### config.mk
export PLATFORM = sky130hd
export DESIGN_NAME = inst_ram_loader
export DESIGN_NICKNAME = d
export VERILOG_FILES = /design/src/rtl/inst_ram_loader_pkg.sv /design/src/rtl/inst_ram_loader_byte_packer.sv /design/src/rtl/inst_ram_loader.sv
export SDC_FILE = /design/constraint.sdc
export NUM_CORES = 1
export LEC_CHECK = 0
export BUFFER_PORTS_ARGS = -buffer_cell sky130_fd_sc_hd__buf_2
export CAP_MARGIN = 20
export CORE_ASPECT_RATIO = 0.8
export CORE_MARGIN = 5
export CORE_UTILIZATION = 59
export DETAILED_ROUTE_END_ITERATION = 8
export GPL_ROUTABILITY_DRIVEN = 0
export PLACE_DENSITY = 0.85
export SYNTH_ARGS = -nofsm -noshare
export SYNTH_HDL_FRONTEND = slang
export SYNTH_SLANG_ARGS = --single-unit
### constraint.sdc
create_clock -name clk -period 4.9 [get_ports clk]
set_clock_uncertainty 0.05 [all_clocks]
set_input_delay 0.98 -clock clk [delete_from_list [all_inputs] [get_ports clk]]
set_output_delay 0.98 -clock clk [all_outputs]
set_load 0.1 [all_outputs]
### src/rtl/inst_ram_loader_pkg.sv
// Shared types and constants for the instruction RAM loader.
package inst_ram_loader_pkg;

    localparam int          WORD_W = 32;
    localparam int          ADDR_W = 12;
    localparam logic [3:0]  WE_ALL = 4'hF;

    typedef enum logic [2:0] {
        IDLE,
        COLLECT,
        WRITE,
        VERIFY,
        CHECK,
        DONE
    } state_e;

endpackage

### src/rtl/inst_ram_loader_byte_packer.sv
// Assembles a little-endian 32-bit word from an accepted byte stream.
module byte_packer
    import inst_ram_loader_pkg::*;
(
    input  logic              clk,
    input  logic              rst_n,
    input  logic              clear_i,
    input  logic              byte_valid_i,
    input  logic [7:0]        byte_data_i,
    output logic [WORD_W-1:0] word_o,
    output logic              word_ready_o
);

    logic [WORD_W-1:0] word_q, word_d;
    logic [1:0]        cnt_q, cnt_d;

    always_ff @(posedge clk or negedge rst_n) begin
        if (!rst_n) begin
            word_q <= '0;
            cnt_q  <= '0;
        end else begin
            word_q <= word_d;
            cnt_q  <= cnt_d;
        end
    end

    // Shift right so the first byte of a group ends up in bits [7:0].
    always_comb begin
        word_d = word_q;
        cnt_d  = cnt_q;
        if (clear_i) begin
            cnt_d = '0;
        end else if (byte_valid_i) begin
            word_d = {byte_data_i, word_q[WORD_W-1:8]};
            cnt_d  = cnt_q + 2'd1;
        end
    end

    assign word_o       = word_q;
    assign word_ready_o = byte_valid_i && !clear_i && (cnt_q == 2'd3);

endmodule

### src/rtl/inst_ram_loader.sv
// Streams bytes into an instruction RAM, then reads it back and compares checksums.
module inst_ram_loader
    import inst_ram_loader_pkg::*;
#(
    parameter int DEPTH = 1024,
    parameter int BASE  = 0
) (
    input  logic              clk,
    input  logic              rst_n,
    input  logic              start,
    input  logic [11:0]       word_count,
    input  logic              s_valid,
    input  logic [7:0]        s_data,
    output logic              s_ready,
    output logic [3:0]        ram_wea,
    output logic [ADDR_W-1:0] ram_addra,
    output logic [WORD_W-1:0] ram_dina,
    input  logic [WORD_W-1:0] ram_douta,
    output logic              busy,
    output logic              done,
    output logic              error,
    output logic [WORD_W-1:0] load_sum
);

    localparam logic [ADDR_W:0]   DEPTH_W = (ADDR_W+1)'(DEPTH);
    localparam logic [ADDR_W-1:0] BASE_A  = ADDR_W'(BASE);

    state_e            state_q, state_d;
    logic [ADDR_W-1:0] count_q, count_d;
    logic [ADDR_W-1:0] index_q, index_d;
    logic [WORD_W-1:0] load_sum_q, load_sum_d;
    logic [WORD_W-1:0] read_sum_q, read_sum_d;
    logic              error_q, error_d;

    logic              pk_clear;
    logic              pk_ready;
    logic [WORD_W-1:0] pk_word;
    logic [ADDR_W-1:0] cur_addr;
    logic              last_idx;

    byte_packer u_packer (
        .clk          (clk),
        .rst_n        (rst_n),
        .clear_i      (pk_clear),
        .byte_valid_i (s_valid && s_ready),
        .byte_data_i  (s_data),
        .word_o       (pk_word),
        .word_ready_o (pk_ready)
    );

    always_ff @(posedge clk or negedge rst_n) begin
        if (!rst_n) begin
            state_q    <= IDLE;
            count_q    <= '0;
            index_q    <= '0;
            load_sum_q <= '0;
            read_sum_q <= '0;
            error_q    <= 1'b0;
        end else begin
            state_q    <= state_d;
            count_q    <= count_d;
            index_q    <= index_d;
            load_sum_q <= load_sum_d;
            read_sum_q <= read_sum_d;
            error_q    <= error_d;
        end
    end

    assign cur_addr = BASE_A + index_q;
    assign last_idx = ({1'b0, index_q} + 13'd1) >= {1'b0, count_q};

    always_comb begin
        state_d    = state_q;
        count_d    = count_q;
        index_d    = index_q;
        load_sum_d = load_sum_q;
        read_sum_d = read_sum_q;
        error_d    = error_q;
        pk_clear   = 1'b0;
        s_ready    = 1'b0;
        ram_wea    = '0;
        ram_addra  = '0;
        ram_dina   = '0;

        unique case (state_q)
            IDLE, DONE: begin
                if (start) begin
                    if (word_count == '0) begin
                        state_d = DONE;
                        error_d = 1'b0;
                    end else if ({1'b0, word_count} > DEPTH_W) begin
                        state_d = DONE;
                        error_d = 1'b1;
                    end else begin
                        state_d    = COLLECT;
                        count_d    = word_count;
                        index_d    = '0;
                        load_sum_d = '0;
                        read_sum_d = '0;
                        error_d    = 1'b0;
                        pk_clear   = 1'b1;
                    end
                end
            end
            COLLECT: begin
                s_ready = 1'b1;
                if (pk_ready) state_d = WRITE;
            end
            WRITE: begin
                ram_wea    = WE_ALL;
                ram_addra  = cur_addr;
                ram_dina   = pk_word;
                load_sum_d = load_sum_q + pk_word;
                if (last_idx) begin
                    index_d = '0;
                    state_d = VERIFY;
                end else begin
                    index_d = index_q + 1'b1;
                    state_d = COLLECT;
                end
            end
            VERIFY: begin
                // RAM read is registered: data seen now belongs to the previous address.
                ram_addra = cur_addr;
                if (index_q != '0) read_sum_d = read_sum_q + ram_douta;
                index_d = index_q + 1'b1;
                if (last_idx) state_d = CHECK;
            end
            CHECK: begin
                read_sum_d = read_sum_q + ram_douta;
                error_d    = (read_sum_d != load_sum_q);
                state_d    = DONE;
            end
            default: state_d = IDLE;
        endcase
    end

    assign busy     = (state_q != IDLE) && (state_q != DONE);
    assign done     = (state_q == DONE);
    assign error    = error_q;
    assign load_sum = load_sum_q;

endmodule

After elaboration in Yosys (flattened, before gate mapping)
Index checks and enable logic that the tools add are counted.

Register bits after elaboration: 126. Latch bits: 0. Bits in writable memories: 0. Memory bits (read-only): 0. Bits of input ports: 56. Output and inout port bits: 84. Word-level logic and storage cells: 87. Memories kept: 0.

Add/subtract/negate cells: 5. $mul: 0. Div/mod/pow operators: 0. Magnitude comparators: 2. Equality and inequality tests: 14. Shift operators: 0. Muxes and demuxes: 32. Bitwise logic cells: 3. Reductions and logical operators: 23.

Operators by type and width (count): two-way mux 32 bit (5); one-hot mux 32 bit (3 select lines) (1); adder 32 bit (2); one-hot mux 32 bit (2 select lines) (1); two-way mux 12 bit (5); one-hot mux 12 bit (3 select lines) (1); != test 32 bit (1); two-way mux 3 bit (5); one-hot mux 3 bit (5 select lines) (1); adder 12 x 1 -> 13 bit, second input constant (1); greater-or-equal comparator 13 x 12 -> 1 bit (1); adder 12 x 1 -> 12 bit, second input constant (1); > comparator 12 x 11 -> 1 bit, second input constant (1); zero test 12 bit (1); != test 2 bit, second input constant (6); AND reduction 4 bit (3); nonzero test 12 bit (1); nonzero test 3 bit (3); two-way mux 1 bit (8); equality test 3 x 2 -> 1 bit, second input constant (2); equality test 3 bit, second input constant (2); two-way mux 2 bit (3); nonzero test 2 bit (3); AND reduction 5 bit (1); other kinds (13) (20).

Depth between registers and ports, before layout
Word-level depth: 10. Mapped depth: 17. Depth with buffers taken out: 15.

Modules after synthesis
A second synthesis with hierarchy kept.

Cell total of the unflattened synthesis: 1164. Area, all modules: 10317.4 um^2.

Modules (own cells, without submodules): inst_ram_loader (instances 1, cells an instance 1087, area each 8867.3 um^2, sequential area each 2302.2 um^2); byte_packer (instances 1, cells an instance 77, area each 1450.1 um^2, sequential area each 850.8 um^2).

Least setup slack after synthesis
OpenSTA, ideal clock, no wires.

Kind: register -> output. From: reg state_q[2]. To: out ram_wea[1]. Arrival time: 2.851 ns. Required time: 3.870 ns. Slack: 1.019 ns. Stages on the path, launching flop included: 8. Buffers on the path: 4. Cell sequence: dfrtp_1 -> clkbuf_1 -> inv_1 -> nand2_1 -> nor2_1 -> clkbuf_1 -> buf_1 -> buf_4.

Cells in the longest elaborated chain, start to end: 2.

Ends and longest elaborated chain: from (decl) (line inst_ram_loader.sv:28) `state_e state_q, state_d;`; from (signal assigned) (line inst_ram_loader.sv:60) `state_q <= state_d;`; equality test 3 x 2 -> 1 bit (line inst_ram_loader.sv:85) `unique case (state_q)`; two-way mux 4 bit (line inst_ram_loader.sv:85); to (decl) (line inst_ram_loader.sv:15) `output logic [3:0] ram_wea,`.

No other way between the ends.

Worst setup path after layout
From: reg index_q[0]. To: reg index_q[5].

Cells in the longest elaborated chain, start to end: 4. Elaborated cells between the ends (all ways): 5. Those cells by class: add/sub (2); order compare (1); mux (2).

Ends and longest elaborated chain: from (decl) (line inst_ram_loader.sv:30) `logic [ADDR_W-1:0] index_q, index_d;`; from (signal assigned) (line inst_ram_loader.sv:62) `index_q <= index_d;`; adder 12 x 1 -> 13 bit (line inst_ram_loader.sv:70) `assign last_idx = ({1'b0, index_q} + 13'd1) >= {1'b0, count_q};`; greater-or-equal comparator 13 x 12 -> 1 bit (line inst_ram_loader.sv:70); two-way mux 12 bit (line inst_ram_loader.sv:114) `if (last_idx) begin`; one-hot mux 12 bit (3 select lines) * (line inst_ram_loader.sv:85).

Mark *: on every way between the ends. The rest lies on a longest branch, timed or not. A chain may end at the register's enable or synchronous reset.

==> results.sh <==
export IMPL_status="finished clean"
export IMPL_num_rows=43
export IMPL_coreArea_um2=17200
export IMPL_cts_setup_buffers=0
export IMPL_synth_simple_area_share_pct=20.6
export IMPL_whs_ps=447
export IMPL_drv_slew=0
export IMPL_crit_type="reg2reg"
export IMPL_place_ws_ps=531
export IMPL_rsz0062_at_grt="no"
export IMPL_drc=0
export IMPL_synthMuxAreaShare_pct=2.33
export IMPL_grt_ovfl_total=0
export IMPL_portBuffers=139
export IMPL_worst_path_max_fanout=18
export IMPL_finalNonFillerCells=1513
export IMPL_grt_pass1_wl_um=47300
export IMPL_diodes=0
export IMPL_p_switching_mw=4.38
export IMPL_drt_initial_drc_count=1206
export IMPL_via_per_inst=6.47
export IMPL_holdCritPathClass="reg2reg"
export IMPL_combPwrFrac_pct=61.2
export IMPL_syn_area_um2=10200
export IMPL_fp_dieH_um=128
export IMPL_synth_fp_nets=1305
export IMPL_synth_top_area_cell="dfrtp_1"
export IMPL_n_fill_cell=1359
export IMPL_ir_drop_mv=0.623
export IMPL_antenna_found_initial=0
export IMPL_period_needed_ps=4210
export IMPL_startpoint_type="flip-flop"
export IMPL_routedWlPerCell_um=19.5
export IMPL_final_cell_mix="nand2_1 (157), buf_2 (138), dfrtp_1 (126)"
export IMPL_final_nets=1411
export IMPL_dpl_hpwl_um=21800
export IMPL_ant_nets=0
export IMPL_layout_drive_gt1_share_pct=16.4
export IMPL_yosys_register_bits=126
export IMPL_synthXorXnorAreaFrac_pct=9.31
export IMPL_die_area_um2=20000
export IMPL_crit_required_ps=5200
export IMPL_io_pins=140
export IMPL_fmax_mhz=237
export IMPL_hold_viol=0
export IMPL_r2r_end="index_q[5]"
export IMPL_power_density_nw_per_um2=731
export IMPL_firstDrtPassIters=7
export IMPL_fp_dieW_um=157
export IMPL_clkPwrFrac_pct=14.9
export IMPL_h_tree_depth=4
export IMPL_finalSetupViolCount=0
export IMPL_synthTopCellsByArea="dfrtp_1 (31%), ha_1 (9.5%), nand2_1 (5.8%), a22o_1 (4.8%), xnor2_1 (3.8%)"
export IMPL_fin_crit_sh_pct=85.9
export IMPL_synth_top_family_by_area="compound AO/OA/AOI/OAI gates"
export IMPL_max_cap_violations=0
export IMPL_fin_setup_tns_ps=0
export IMPL_worst_slack_ps=688
export IMPL_worstPathArrival_ps=4510
export IMPL_fin_util_pct=67.7
export IMPL_ys_warn_count=0
export IMPL_clkTransAtPathRegs_ps=70
export IMPL_dpl_cell_count=1480
export IMPL_reg2reg_depth=15
export IMPL_min_to="read_sum_q[29]"
export IMPL_p_sw_share_pct=51.6
export IMPL_hp_start="read_sum_q[29]"
export IMPL_synthAdderAreaFrac_pct=9.95
export IMPL_avgSynthCellArea_um2=8.70
export IMPL_cts_sinks=126
export IMPL_hold_path_depth=1
export IMPL_grt_usage_pct=29.4
export IMPL_clock_tree_root_cell="clkbuf_16"
export IMPL_yosysTopAreaCellShare_pct=31.0
export IMPL_cts_resized_gates=0
export IMPL_yosysSeqAreaShare_pct=31.0
export IMPL_yosysUniqueCellTypes=82
export IMPL_route_vias_total=9783
export IMPL_clockBufferDepth=2
export IMPL_routed_wirelength_um=29500
export IMPL_synth_compound_area_share_pct=22.7
export IMPL_grt_pass1_vias=9128
export IMPL_postCtsHoldBufs=0
export IMPL_grt_max_degree=71
export IMPL_r2r_setup_slack_ps=690
export IMPL_syn_inst=1170
export IMPL_worstSkewPairLatency_ps=440
export IMPL_slew_headroom_pct=42.7
export IMPL_area_growth_pct=14.1
export IMPL_intPower_mw=4.11
export IMPL_cts_made_buffers=17
export IMPL_p_seq_share_pct=23.9
export IMPL_p_leak_nw=5.92
export IMPL_worst_pin_slew_ps=838
export IMPL_tritoncts="yes"
export IMPL_ys_flop_type="dfrtp_1"
export IMPL_async_reset_ff_share_pct=100
export IMPL_mostFrequentLayoutCell="nand2_1"
export IMPL_cp_end_kind="flip-flop"
export IMPL_start_util_pct=59.3
export IMPL_synth_edf_count=0
export IMPL_timing_rr_start="index_q[0]"
## cells in the mapped netlist (12+ instances only)
cell type and number:
clkbuf_1 50, a31oi_1 17, nand2b_1 16, a21oi_1 76, o21ai_0 45, a21o_1 23
xnor2_1 44, and2_1 15, ha_1 77, a22o_1 56, nor4_1 12, mux2_2 14
nor3_1 25, nor2_1 64, o211ai_1 13, dfrtp_1 126, inv_1 45, xor2_1 33
nand3_1 30, nand2_1 157, and3_1 45
## layer usage
layer	GRT usage, %	part of all wire (%)
met1	43.4	45
met2	43.4	43
met3	6.10	9.6
met4	9.29	2.6
met5	0	0
## power groups by stage
stage | logic, mW | registers [mW] | clock network, mW
6_report | 5.19 | 2.03 | 1.27
5_1_grt | 5.60 | 2.07 | 1.32
4_1_cts | 5.07 | 2.00 | 1.27
3_5_place_dp | 5.04 | 2.01 | 0
3_3_place_gp | 4.90 | 1.99 | 0
2_1_floorplan | 3.43 | 2.57 | 0
## registers in the layout, summed over array words and instances, names as in the netlist
| name | cells |
|---|---|
| count_q | 12 |
| error | 1 |
| index_q | 12 |
| load_sum | 32 |
| read_sum_q | 32 |
| state_q | 3 |
| u_packer.cnt_q | 2 |
| u_packer.word_o | 32 |
## how the worst max path moves through the flow
stage | from | to | slack [ps] | depth (start not counted)
floorplan | state_q[2] | ram_wea[1] | 1020 | 7
global placement | ram_douta[1] | error | 650 | 12
detailed placement | ram_douta[1] | error | 530 | 12
CTS | index_q[0] | index_q[5] | 760 | 15
global route | index_q[0] | index_q[5] | 370 | 15
finish | index_q[0] | index_q[5] | 690 | 15
## cell type report
type / count / area [um2] / share of cell area [%]
inverter: 46 / 173 / 1.49
multi-input combinational: 937 / 6610 / 56.9
clock inverter: 12 / 138 / 1.18
sequential: 126 / 3150 / 27.1
clock buffer: 19 / 443 / 3.81
tap: 225 / 282 / 2.42
timing repair buffer: 148 / 818 / 7.04
## critical path, cell delays in order (launching register included)
cell	delay, ps
dfrtp_1	430
ha_1	280
and3_1	230
and3_1	230
and3_1	210
and3_1	250
xor2_1	160
ha_1	300
a21oi_1	130
nor2b_1	60
a311o_1	340
nor3_1	120
o21ai_1	170
a31oi_2	750
o21ai_0	190
a31oi_1	200
## through the flow
stage          power [mW]  area [um2]
5_1_grt              9.00       11600
4_1_cts              8.34       11600
3_5_place_dp         7.05       11000
2_1_floorplan        6.00       10200
6_report             8.49       11600
3_3_place_gp         6.90       11000
## logic make-up after synthesis
kind of cell             count (synthesis)
multiplexers                            22
XOR/XNOR                                89
flip-flops                             126
buffers and inverters                  107
adder cells (fa/ha/maj)                 80
AND/OR/NAND/NOR                        424
AO/OA/AOI/OAI                          322
Note: power is estimated with default switching activity, not from simulation.
